File: config.mk
export PLATFORM = sky130hd
export DESIGN_NAME = miu_arb_flat
export DESIGN_NICKNAME = d
export VERILOG_FILES = /design/src/rtl/miu_arb_pkg.sv /design/src/rtl/miu_arb_if.sv /design/src/rtl/miu_arb_rr_pick.sv /design/src/rtl/miu_arb.sv /design/src/flat_wrapper.sv
export SDC_FILE = /design/constraint.sdc
export NUM_CORES = 1
export LEC_CHECK = 0
export BUFFER_PORTS_ARGS = -buffer_cell sky130_fd_sc_hd__clkbuf_2
export CAP_MARGIN = 20
export CORE_MARGIN = 3
export CORE_UTILIZATION = 35
export CTS_CLUSTER_SIZE = 16
export DETAILED_ROUTE_END_ITERATION = 10
export PLACE_DENSITY_LB_ADDON = 0.05
export SLEW_MARGIN = 10
export SYNTH_ARGS = -nofsm -noshare
export SYNTH_HDL_FRONTEND = slang
export SYNTH_SLANG_ARGS = --single-unit
File: constraint.sdc
create_clock -name clk -period 4.4 [get_ports clk]
set_clock_uncertainty 0.15 [all_clocks]
set_input_delay 0.88 -clock clk [delete_from_list [all_inputs] [get_ports clk]]
set_output_delay 0.88 -clock clk [all_outputs]
set_load 0.01 [all_outputs]
File: src/rtl/miu_arb_pkg.sv
// ============================================================================
// Module      : miu_pkg
// Description : Shared types, width defaults and helpers for the MIU arbiter.
// Revision    : 1.0 - initial release
// ============================================================================
`default_nettype none

package miu_pkg;

    localparam int MIU_ADDR_W    = 16;
    localparam int MIU_DATA_W    = 16;
    localparam int MIU_MAX_PORTS = 16;

    typedef enum logic [1:0] {
        IDLE = 2'd0,
        BUSY = 2'd1,
        RESP = 2'd2
    } miu_state_e;

    // Indices at or beyond n yield an all-zero vector.
    function automatic logic [MIU_MAX_PORTS-1:0] onehot(input int unsigned idx,
                                                        input int unsigned n);
        logic [MIU_MAX_PORTS-1:0] v;
        v = '0;
        if ((idx < n) && (idx < MIU_MAX_PORTS)) begin
            v[idx[3:0]] = 1'b1;
        end
        return v;
    endfunction

endpackage

`default_nettype wire

File: src/rtl/miu_arb_if.sv
// ============================================================================
// Module      : miu_arb_if
// Description : Requester-array and memory-side handshake bundle for miu_arb.
// Revision    : 1.0 - initial release
// ============================================================================
`default_nettype none

interface miu_arb_if #(
    parameter int NUM_PORTS = 4,
    parameter int ADDR_W    = miu_pkg::MIU_ADDR_W,
    parameter int DATA_W    = miu_pkg::MIU_DATA_W
);

    logic [NUM_PORTS-1:0]        req;
    logic [NUM_PORTS-1:0]        we;
    logic [NUM_PORTS*ADDR_W-1:0] addr;
    logic [NUM_PORTS*DATA_W-1:0] wdata;
    logic [DATA_W-1:0]           rdata;
    logic [NUM_PORTS-1:0]        done;
    logic [NUM_PORTS-1:0]        err;
    logic                        mem_req;
    logic                        mem_we;
    logic [ADDR_W-1:0]           mem_addr;
    logic [DATA_W-1:0]           mem_write;
    logic [DATA_W-1:0]           mem_read;
    logic                        mem_done;

    // Arbiter view.
    modport slave (
        input  req, we, addr, wdata, mem_read, mem_done,
        output rdata, done, err, mem_req, mem_we, mem_addr, mem_write
    );

    // Environment view: requesters plus memory.
    modport master (
        output req, we, addr, wdata, mem_read, mem_done,
        input  rdata, done, err, mem_req, mem_we, mem_addr, mem_write
    );

endinterface

`default_nettype wire

File: src/rtl/miu_arb_rr_pick.sv
// ============================================================================
// Module      : rr_pick
// Description : Combinational round-robin picker (double-width mask/priority).
// Revision    : 1.0 - initial release
// ============================================================================
`default_nettype none

module rr_pick #(
    parameter int NUM_PORTS = 4,
    parameter int IDX_W     = 2
) (
    input  wire logic [NUM_PORTS-1:0] i_cand,
    input  wire logic [IDX_W-1:0]     i_rr_ptr,
    output logic      [IDX_W-1:0]     o_grant,
    output logic                      o_valid
);

    localparam int c_DW   = 2 * NUM_PORTS;
    localparam int c_DW_W = $clog2(c_DW);

    logic [c_DW-1:0]   w_dbl;
    logic [c_DW-1:0]   w_masked;
    logic [c_DW_W-1:0] w_pos;
    logic [c_DW_W-1:0] w_wrap;

    // Masking bits below rr_ptr in the doubled vector makes the lowest set
    // bit the first candidate at or above rr_ptr, wrapping naturally.
    always_comb begin
        w_dbl    = {i_cand, i_cand};
        w_masked = w_dbl & ~((c_DW'(1) << i_rr_ptr) - c_DW'(1));
        w_pos    = '0;
        for (int i = c_DW - 1; i >= 0; i--) begin
            if (w_masked[i]) begin
                w_pos = c_DW_W'(i);
            end
        end
        w_wrap  = (w_pos >= c_DW_W'(NUM_PORTS)) ? (w_pos - c_DW_W'(NUM_PORTS)) : w_pos;
        o_grant = IDX_W'(w_wrap);
        o_valid = |i_cand;
    end

endmodule

`default_nettype wire

File: src/rtl/miu_arb.sv
// ============================================================================
// Module      : miu_arb
// Description : N-port round-robin arbiter onto one MIU memory port.
//               Define MIU_TIMEOUT_EN to enable the BUSY watchdog.
// Revision    : 1.0 - initial release
// ============================================================================
`default_nettype none

module miu_arb
    import miu_pkg::*;
#(
    parameter int NUM_PORTS   = 4,
    parameter int ADDR_W      = MIU_ADDR_W,
    parameter int DATA_W      = MIU_DATA_W,
    parameter int TIMEOUT_CYC = 64
) (
    input  wire logic  clk,
    input  wire logic  resetN,
    miu_arb_if.slave   bus
);

    localparam int c_IDX_W = (NUM_PORTS > 1) ? $clog2(NUM_PORTS) : 1;

    miu_state_e           r_state;
    logic [c_IDX_W-1:0]   r_rr_ptr;
    logic [c_IDX_W-1:0]   r_grant;
    logic [NUM_PORTS-1:0] r_last_mask;
    logic [NUM_PORTS-1:0] r_done;
    logic                 r_mem_req;
    logic                 r_mem_we;
    logic [ADDR_W-1:0]    r_mem_addr;
    logic [DATA_W-1:0]    r_mem_write;
    logic [DATA_W-1:0]    r_rdata;

    logic [NUM_PORTS-1:0] w_cand;
    logic [c_IDX_W-1:0]   w_pick;
    logic                 w_pick_vld;
    logic [c_IDX_W-1:0]   w_rr_next;
    logic [NUM_PORTS-1:0] w_grant_oh;

`ifdef MIU_TIMEOUT_EN
    localparam int c_TMO_W = $clog2(TIMEOUT_CYC + 1);

    logic [NUM_PORTS-1:0] r_err;
    logic [c_TMO_W-1:0]   r_tmo_cnt;
    logic                 w_tmo_hit;

    assign w_tmo_hit = ((r_tmo_cnt + c_TMO_W'(1)) == c_TMO_W'(TIMEOUT_CYC));
    assign bus.err   = r_err;
`else
    assign bus.err   = '0;
`endif

    // The just-served port sits out exactly one IDLE cycle.
    assign w_cand     = bus.req & ~r_last_mask;
    assign w_rr_next  = (r_grant == c_IDX_W'(NUM_PORTS - 1)) ? '0 : (r_grant + c_IDX_W'(1));
    assign w_grant_oh = NUM_PORTS'(onehot(32'(r_grant), NUM_PORTS));

    rr_pick #(
        .NUM_PORTS (NUM_PORTS),
        .IDX_W     (c_IDX_W)
    ) u_rr_pick (
        .i_cand   (w_cand),
        .i_rr_ptr (r_rr_ptr),
        .o_grant  (w_pick),
        .o_valid  (w_pick_vld)
    );

    always_ff @(posedge clk or negedge resetN) begin
        if (!resetN) begin
            r_state     <= IDLE;
            r_rr_ptr    <= '0;
            r_grant     <= '0;
            r_last_mask <= '0;
            r_done      <= '0;
            r_mem_req   <= 1'b0;
            r_mem_we    <= 1'b0;
            r_mem_addr  <= '0;
            r_mem_write <= '0;
            r_rdata     <= '0;
`ifdef MIU_TIMEOUT_EN
            r_err       <= '0;
            r_tmo_cnt   <= '0;
`endif
        end else begin
            case (r_state)
                IDLE: begin
                    r_last_mask <= '0;
                    if (w_pick_vld) begin
                        r_grant     <= w_pick;
                        r_mem_we    <= bus.we[w_pick];
                        r_mem_addr  <= bus.addr[w_pick*ADDR_W +: ADDR_W];
                        r_mem_write <= bus.wdata[w_pick*DATA_W +: DATA_W];
                        r_mem_req   <= 1'b1;
                        r_state     <= BUSY;
`ifdef MIU_TIMEOUT_EN
                        r_tmo_cnt   <= '0;
`endif
                    end
                end
                BUSY: begin
                    if (bus.mem_done) begin
                        r_rdata     <= bus.mem_read;
                        r_mem_req   <= 1'b0;
                        r_mem_we    <= 1'b0;
                        r_mem_addr  <= '0;
                        r_mem_write <= '0;
                        r_done      <= w_grant_oh;
                        r_state     <= RESP;
                    end
`ifdef MIU_TIMEOUT_EN
                    else if (w_tmo_hit) begin
                        r_rdata     <= '0;
                        r_mem_req   <= 1'b0;
                        r_mem_we    <= 1'b0;
                        r_mem_addr  <= '0;
                        r_mem_write <= '0;
                        r_done      <= w_grant_oh;
                        r_err       <= w_grant_oh;
                        r_state     <= RESP;
                    end else begin
                        r_tmo_cnt   <= r_tmo_cnt + c_TMO_W'(1);
                    end
`endif
                end
                RESP: begin
                    r_done      <= '0;
`ifdef MIU_TIMEOUT_EN
                    r_err       <= '0;
`endif
                    r_rr_ptr    <= w_rr_next;
                    r_last_mask <= w_grant_oh;
                    r_state     <= IDLE;
                end
                default: begin
                    r_state <= IDLE;
                end
            endcase
        end
    end

    assign bus.rdata     = r_rdata;
    assign bus.done      = r_done;
    assign bus.mem_req   = r_mem_req;
    assign bus.mem_we    = r_mem_we;
    assign bus.mem_addr  = r_mem_addr;
    assign bus.mem_write = r_mem_write;

endmodule

`default_nettype wire
File: src/flat_wrapper.sv
// flat-port wrapper written by rule: the top's interface ports become plain ports
module miu_arb_flat import miu_pkg::*;
#(
    parameter int NUM_PORTS   = 4,
    parameter int ADDR_W      = MIU_ADDR_W,
    parameter int DATA_W      = MIU_DATA_W,
    parameter int TIMEOUT_CYC = 64
)
  (clk, resetN, bus_req, bus_we, bus_addr, bus_wdata, bus_mem_read, bus_mem_done, bus_rdata, bus_done, bus_err, bus_mem_req, bus_mem_we, bus_mem_addr, bus_mem_write);
  miu_arb_if #(.NUM_PORTS(NUM_PORTS), .ADDR_W(ADDR_W), .DATA_W(DATA_W)) bus_i ();
  input  wire logic clk;
  input  wire logic resetN;
  input wire logic [$bits(bus_i.req)-1:0] bus_req;
  input wire logic [$bits(bus_i.we)-1:0] bus_we;
  input wire logic [$bits(bus_i.addr)-1:0] bus_addr;
  input wire logic [$bits(bus_i.wdata)-1:0] bus_wdata;
  input wire logic [$bits(bus_i.mem_read)-1:0] bus_mem_read;
  input wire logic [$bits(bus_i.mem_done)-1:0] bus_mem_done;
  output wire logic [$bits(bus_i.rdata)-1:0] bus_rdata;
  output wire logic [$bits(bus_i.done)-1:0] bus_done;
  output wire logic [$bits(bus_i.err)-1:0] bus_err;
  output wire logic [$bits(bus_i.mem_req)-1:0] bus_mem_req;
  output wire logic [$bits(bus_i.mem_we)-1:0] bus_mem_we;
  output wire logic [$bits(bus_i.mem_addr)-1:0] bus_mem_addr;
  output wire logic [$bits(bus_i.mem_write)-1:0] bus_mem_write;
  assign bus_i.req = bus_req;
  assign bus_i.we = bus_we;
  assign bus_i.addr = bus_addr;
  assign bus_i.wdata = bus_wdata;
  assign bus_i.mem_read = bus_mem_read;
  assign bus_i.mem_done = bus_mem_done;
  assign bus_rdata = bus_i.rdata;
  assign bus_done = bus_i.done;
  assign bus_err = bus_i.err;
  assign bus_mem_req = bus_i.mem_req;
  assign bus_mem_we = bus_i.mem_we;
  assign bus_mem_addr = bus_i.mem_addr;
  assign bus_mem_write = bus_i.mem_write;
  miu_arb #(.NUM_PORTS(NUM_PORTS), .ADDR_W(ADDR_W), .DATA_W(DATA_W), .TIMEOUT_CYC(TIMEOUT_CYC)) u_core (.clk(clk), .resetN(resetN), .bus(bus_i));
endmodule
# Word level (Yosys, flattened, before mapping)

Cells that the tools add are included.

Add/subtract/negate cells: 3
Order comparisons: 4
Eq/ne operators: 5
Shift-type cells: 3
Mux-type cells: 30
Bitwise logic cells: 4
Reduce and logical (&&, ||, !) cells: 11

Operator list:

| kind                                                     | count |
|---|---|
| variable part select 64 x 7 -> 16 bit                    | 2 |
| case mux 16 bit (2 select lines)                         | 2 |
| 2-to-1 mux 16 bit                                        | 3 |
| 2-to-1 mux 3 bit                                         | 8 |
| case mux 4 bit (2 select lines)                          | 2 |
| AND 8 bit                                                | 1 |
| 2-to-1 mux 2 bit                                         | 4 |
| NOT 8 bit                                                | 1 |
| AND reduction 2 bit                                      | 4 |
| << shifter 1 x 2 -> 8 bit, first input constant          | 1 |
| subtractor 8 x 1 -> 8 bit, second input constant         | 1 |
| nonzero test 2 bit                                       | 3 |
| < comparator 2 x 5 -> 1 bit, second input constant       | 1 |
| 2-to-1 mux 1 bit                                         | 5 |
| AND 4 bit                                                | 1 |
| equality test 2 bit, second input constant               | 2 |
| 2-to-1 mux 4 bit                                         | 1 |
| inequality test 2 bit, second input constant             | 2 |
| NOT 4 bit                                                | 1 |
| case mux 1 bit (2 select lines)                          | 2 |
| case mux 2 bit (2 select lines)                          | 1 |
| OR reduction 4 bit                                       | 1 |
| greater-or-equal comparator 3 bit, second input constant | 1 |
| < comparator 2 x 3 -> 1 bit, second input constant       | 1 |
| 9 further kinds                                          | 9 |

Flip-flop bits (word level): 64
Input port bits: 155
Output and inout bits: 58

# Longest topological paths before layout

Word-level depth: 18
Depth in mapped cells: 7

# Cells and area by module

A second synthesis with hierarchy kept.

Cells, all modules: 311
Area total of the unflattened synthesis: 3,514.6 um2

Modules (own cells, without submodules):

| module  | times used | cells an instance | area an instance (um2) | seq. area each (um2) |
|---|---|---|---|---|
| miu_arb | 1          | 294               | 3,409.5                | 1,601.5 |
| rr_pick | 1          | 17                | 105.1                  | 0.0 |

# Worst setup path before layout

OpenSTA, ideal clock, no wires.

Kind: input to register
From: input port bus_req[0]
To: register u_core.r_mem_addr[12] (netlist: u_core.bus.mem_addr[12])
Setup time: 0.133 ns
Arrival time: 2.124 ns
Setup slack: 1.993 ns
Cell stages on the path: 7
Buffers on the path: 2
Path through: or3b_4 o211ai_2 a21bo_4 buf_6 buf_8 mux2i_1 o221ai_2

Word-level cells in the longest chain between the ends: 12

RTL lines:

| item                                                                           | RTL line              | source |
|---|---|---|
| start: declaration                                                             | flat_wrapper.sv:13    | `input wire logic [$bits(bus_i.req)-1:0] bus_req;` |
| AND 4 bit (*)                                                                  | miu_arb.sv:55         | `assign w_cand = bus.req & ~r_last_mask;` |
| AND 8 bit                                                                      | miu_arb_rr_pick.sv:30 | `w_masked = w_dbl & ~((c_DW'(1) << i_rr_ptr) - c_DW'(1));` |
| 2-to-1 mux 3 bit (5 in a row)                                                  | miu_arb_rr_pick.sv:33 | `if (w_masked[i]) begin` |
| greater-or-equal comparator 3 bit or subtractor 2 x 1 -> 2 bit (tied branches) | miu_arb_rr_pick.sv:37 | `w_wrap = (w_pos >= c_DW_W'(NUM_PORTS)) ? (w_pos - c_DW_W'(NUM_PORTS)) : w_pos;` |
| 2-to-1 mux 2 bit                                                               | miu_arb_rr_pick.sv:37 |  |
| variable part select 64 x 7 -> 16 bit                                          | miu_arb.sv:92         | `r_mem_addr <= bus.addr[w_pick*ADDR_W +: ADDR_W];` |
| 2-to-1 mux 16 bit                                                              | miu_arb.sv:89         | `if (w_pick_vld) begin` |
| case mux 16 bit (2 select lines)                                               | miu_arb.sv:86         | `case (r_state)` |
| end signal: assignment                                                         | miu_arb.sv:92         |  |
| end: declaration                                                               | miu_arb.sv:31         | `logic [ADDR_W-1:0] r_mem_addr;` |

Every way passes the cells marked *; elsewhere a longest branch is shown, timed or not. The select of a mux whose other input is x is not followed.
A chain may end at the register's enable or synchronous reset.

# Worst setup path after layout

From: input port bus_req[0]
To: register u_core.r_mem_write[2] (netlist: u_core.bus.mem_write[2])

Word-level cells in the longest chain between the ends: 12

RTL lines:

| item                                                                           | RTL line              | source |
|---|---|---|
| AND 4 bit (*)                                                                  | miu_arb.sv:55         |  |
| AND 8 bit                                                                      | miu_arb_rr_pick.sv:30 |  |
| 2-to-1 mux 3 bit (5 in a row)                                                  | miu_arb_rr_pick.sv:33 |  |
| greater-or-equal comparator 3 bit or subtractor 2 x 1 -> 2 bit (tied branches) | miu_arb_rr_pick.sv:37 |  |
| 2-to-1 mux 2 bit                                                               | miu_arb_rr_pick.sv:37 |  |
| variable part select 64 x 7 -> 16 bit                                          | miu_arb.sv:93         | `r_mem_write <= bus.wdata[w_pick*DATA_W +: DATA_W];` |
| 2-to-1 mux 16 bit                                                              | miu_arb.sv:89         |  |
| case mux 16 bit (2 select lines)                                               | miu_arb.sv:86         |  |
| end signal: assignment                                                         | miu_arb.sv:93         |  |
| end: declaration                                                               | miu_arb.sv:32         | `logic [DATA_W-1:0] r_mem_write;` |

Marked as above.

==> flow_summary.json <==
{
  "status": "finished, final reports clean",
  "clockBufferDepth": 2,
  "pin_count": 213,
  "grt_use_total": 0.187,
  "setup_tns_ps": 0,
  "hpwl_mm": 9.06,
  "critPathKind": "in -> reg",
  "cts_hold_buf": 0,
  "tightest_slew_ps": 972,
  "met3_usage": 0.0512,
  "grt_use_met2": 0.321,
  "synth_cell_type_count": 38,
  "dieArea_mm2": 0.0126,
  "final_nets": 710,
  "synthCells": 354,
  "synth-seq-cells": 64,
  "overflow": 0,
  "antenna_found_initial": 0,
  "fin_crit_sh": 0.643,
  "synth_compound_area_frac": 0.251,
  "yosysTopAreaCellShare": 0.405,
  "cp-start-kind": "primary input",
  "root_buffer": "clkbuf_16",
  "grt-busiest-layer": "met2",
  "numCtsBuffers": 9,
  "final_cell_mix": "207 x clkbuf_2, 64 x dfrtp_1, 50 x nand2_1",
  "yosys.area_share.simple": 0.143,
  "die_h_um": 112,
  "muxShareOfSynthArea": 0.119,
  "design_area_mm2": 0.00533,
  "synth_top_family_by_area": "compound AO/OA/AOI/OAI gates",
  "worstPathMaxFanout": 46,
  "drt_iter0_drc": 156,
  "area_delta_synth_final_pct": 34.6,
  "grt_pass1_vias": 3683,
  "power_density_mw_per_mm2": 695,
  "viasPerCell": 5.14,
  "cts_tree": "yes",
  "synth_top_area_cell": "dfrtp_1",
  "min_period_ps": 2830,
  "synth_adder_area_share": 0.0127,
  "slew_headroom": 0.352,
  "arrival_ps": 2850,
  "finish.utilization": 0.487,
  "yosys_warnings": 0,
  "syn_area_per_cell_um2": 11.2,
  "cp.required_ps": 4420,
  "ant_nets": 0,
  "cts.clk_slew.worst_paths_ps": 60,
  "wl_per_cell_um": 17.3,
  "diodes": 0,
  "rsz0062_at_grt": "false",
  "finalSetupViolations": 0,
  "p_total_mw": 3.70,
  "start_util": 0.362,
  "clock_sinks": 64,
  "placed_area_mm2": 0.00500,
  "netlist_top_cells_area": "dfrtp_1 40%, mux2i_1 7.1%, and2_1 6.2%",
  "drcViolationCount": 0,
  "end_kind": "flip-flop",
  "syn_area_mm2": 0.00396,
  "h-tree-depth": 3,
  "insertion_delay_ps": 320,
  "cts_repair_resize_count": 0,
  "reg2reg_slack_ps": 1790,
  "drv_cap": 0,
  "fillerInstances": 1063,
  "seq_area_frac_synth": 0.405,
  "finalWirelength_mm": 12.1,
  "ir_worst_vdd_v": 0.000307,
  "hold_class": "reg -> reg",
  "synth-xor-area-share": 0,
  "grt_max_degree": 47,
  "drtPass1Iterations": 4,
  "grt.met1_usage": 0.230,
  "core_area_mm2": 0.0109,
  "rows": 38,
  "cts_setup_buffers": 0,
  "drv_slew": 0,
  "vias": 3579,
  "layout_commonest_cell": "clkbuf_2",
  "numPortBuffers": 208,
  "leakagePower_nw": 2.68,
  "die_w_um": 112,
  "finalHoldViolCount": 0,
  "fmax_mhz": 353,
  "gp_congestion": 0.818,
  "final_layout_size_suffix_gt1_frac": 0.523,
  "grt_pass1_wl_mm": 18.8
}
-- metal layers --
layer,routed length [µm],vias to the layer above
li1,-,1713
met1,4940,1733
met2,6120,121
met3,864,12
met4,144,0
met5,0,-
-- final timing paths --
path | from | endpoint | cells past startpoint
max | bus_req[0] | u_core.bus.mem_write[2] | 7
min | u_core.bus.mem_addr[9] | u_core.bus.mem_addr[9] | 2
max reg2reg | u_core.r_last_mask[0] | u_core.bus.mem_write[2] | 6
min reg2reg | u_core.bus.mem_addr[9] | u_core.bus.mem_addr[9] | 2
max in group asynchronous | resetN | u_core.bus.done[1] | 2
min in group asynchronous | resetN | u_core.bus.mem_write[4] | 1
-- registers in the layout, summed over array words and instances (netlist names) --
| name | count |
|---|---|
| u_core.r_rr_ptr | 2 |
| u_core.bus.mem_write | 16 |
| u_core.r_last_mask | 4 |
| u_core.r_grant | 2 |
| u_core.bus.rdata | 16 |
| u_core.bus.mem_addr | 16 |
| u_core.bus.mem_we | 1 |
| u_core.bus.done | 4 |
| u_core.r_state | 2 |
| u_core.bus.mem_req | 1 |
-- final cells by class --
| cell class | count | area, µm² | area share |
|---|---|---|---|
| Timing Repair Buffer | 217 | 1110 | 0.208 |
| Inverter | 4 | 15.0 | 0.00282 |
| Clock buffer | 9 | 225 | 0.0423 |
| Tap cell | 140 | 175 | 0.0329 |
| Sequential cell | 64 | 1600 | 0.301 |
| Multi-Input combinational cell | 255 | 2100 | 0.394 |
| Clock inverter | 7 | 103 | 0.0193 |
-- metrics by stage --
| step | cells | hold slack, ps | setup WS [ps] |
|---|---|---|---|
| 2_1_floorplan | 357 | 335 | 1990 |
| 3_3_place_gp | 680 | 315 | 1270 |
| 3_5_place_dp | 680 | 318 | 1220 |
| 4_1_cts | 696 | 332 | 1570 |
| 5_1_grt | 696 | 354 | 1410 |
| 6_report | 696 | 330 | 1570 |
-- power by group --
group          internal [mW]  total, mW  switching (mW)  leakage (nW)
registers              0.864       1.05           0.187         0.795
logic                  0.797       1.86            1.07          1.73
clock network          0.502      0.784           0.282         0.157
-- kinds of logic (layout without fill, tap and decap cells) --
group           count (synthesis)  in the layout
flops                          64             64
other cells                     1              4
fa+ha+maj                       4              4
mux                            45             45
simple gates                  107            107
compound gates                 95             95
buf+inv                        38            237
-- critical path, cell delays in order --
cell      delay (ps)
clkbuf_2          90
or3b_4           400
o211ai_2         110
a21bo_4          630
buf_4            340
mux2i_1          260
o221ai_2         120
-- Yosys cell counts --
master    number
and2_1        39
a221oi_2      12
nor2b_1        3
buf_4          6
nor2b_2        2
conb_1         1
inv_1          4
o21ai_1        1
o221ai_1       6
o41ai_4        1
a211oi_1       1
a21oi_4        1
a21oi_1        1
nor2_1         3
or2_1          1
a221oi_1      27
mux2_2        17
a21bo_4        1
o31ai_2       10
or3_1          2
buf_12         2
buf_8          2
buf_2         12
mux2i_1       28
or3b_4         1
o31ai_1        9
dfrtp_1       64
a22o_1         8
nand2b_1       4
nand2_1       50
o21ai_0        7
o211ai_2       1
ha_1           4
clkbuf_1       7
nor3_4         1
o221ai_2       9
nor2b_4        1
buf_6          5
Power figures use the tool's default switching activity.
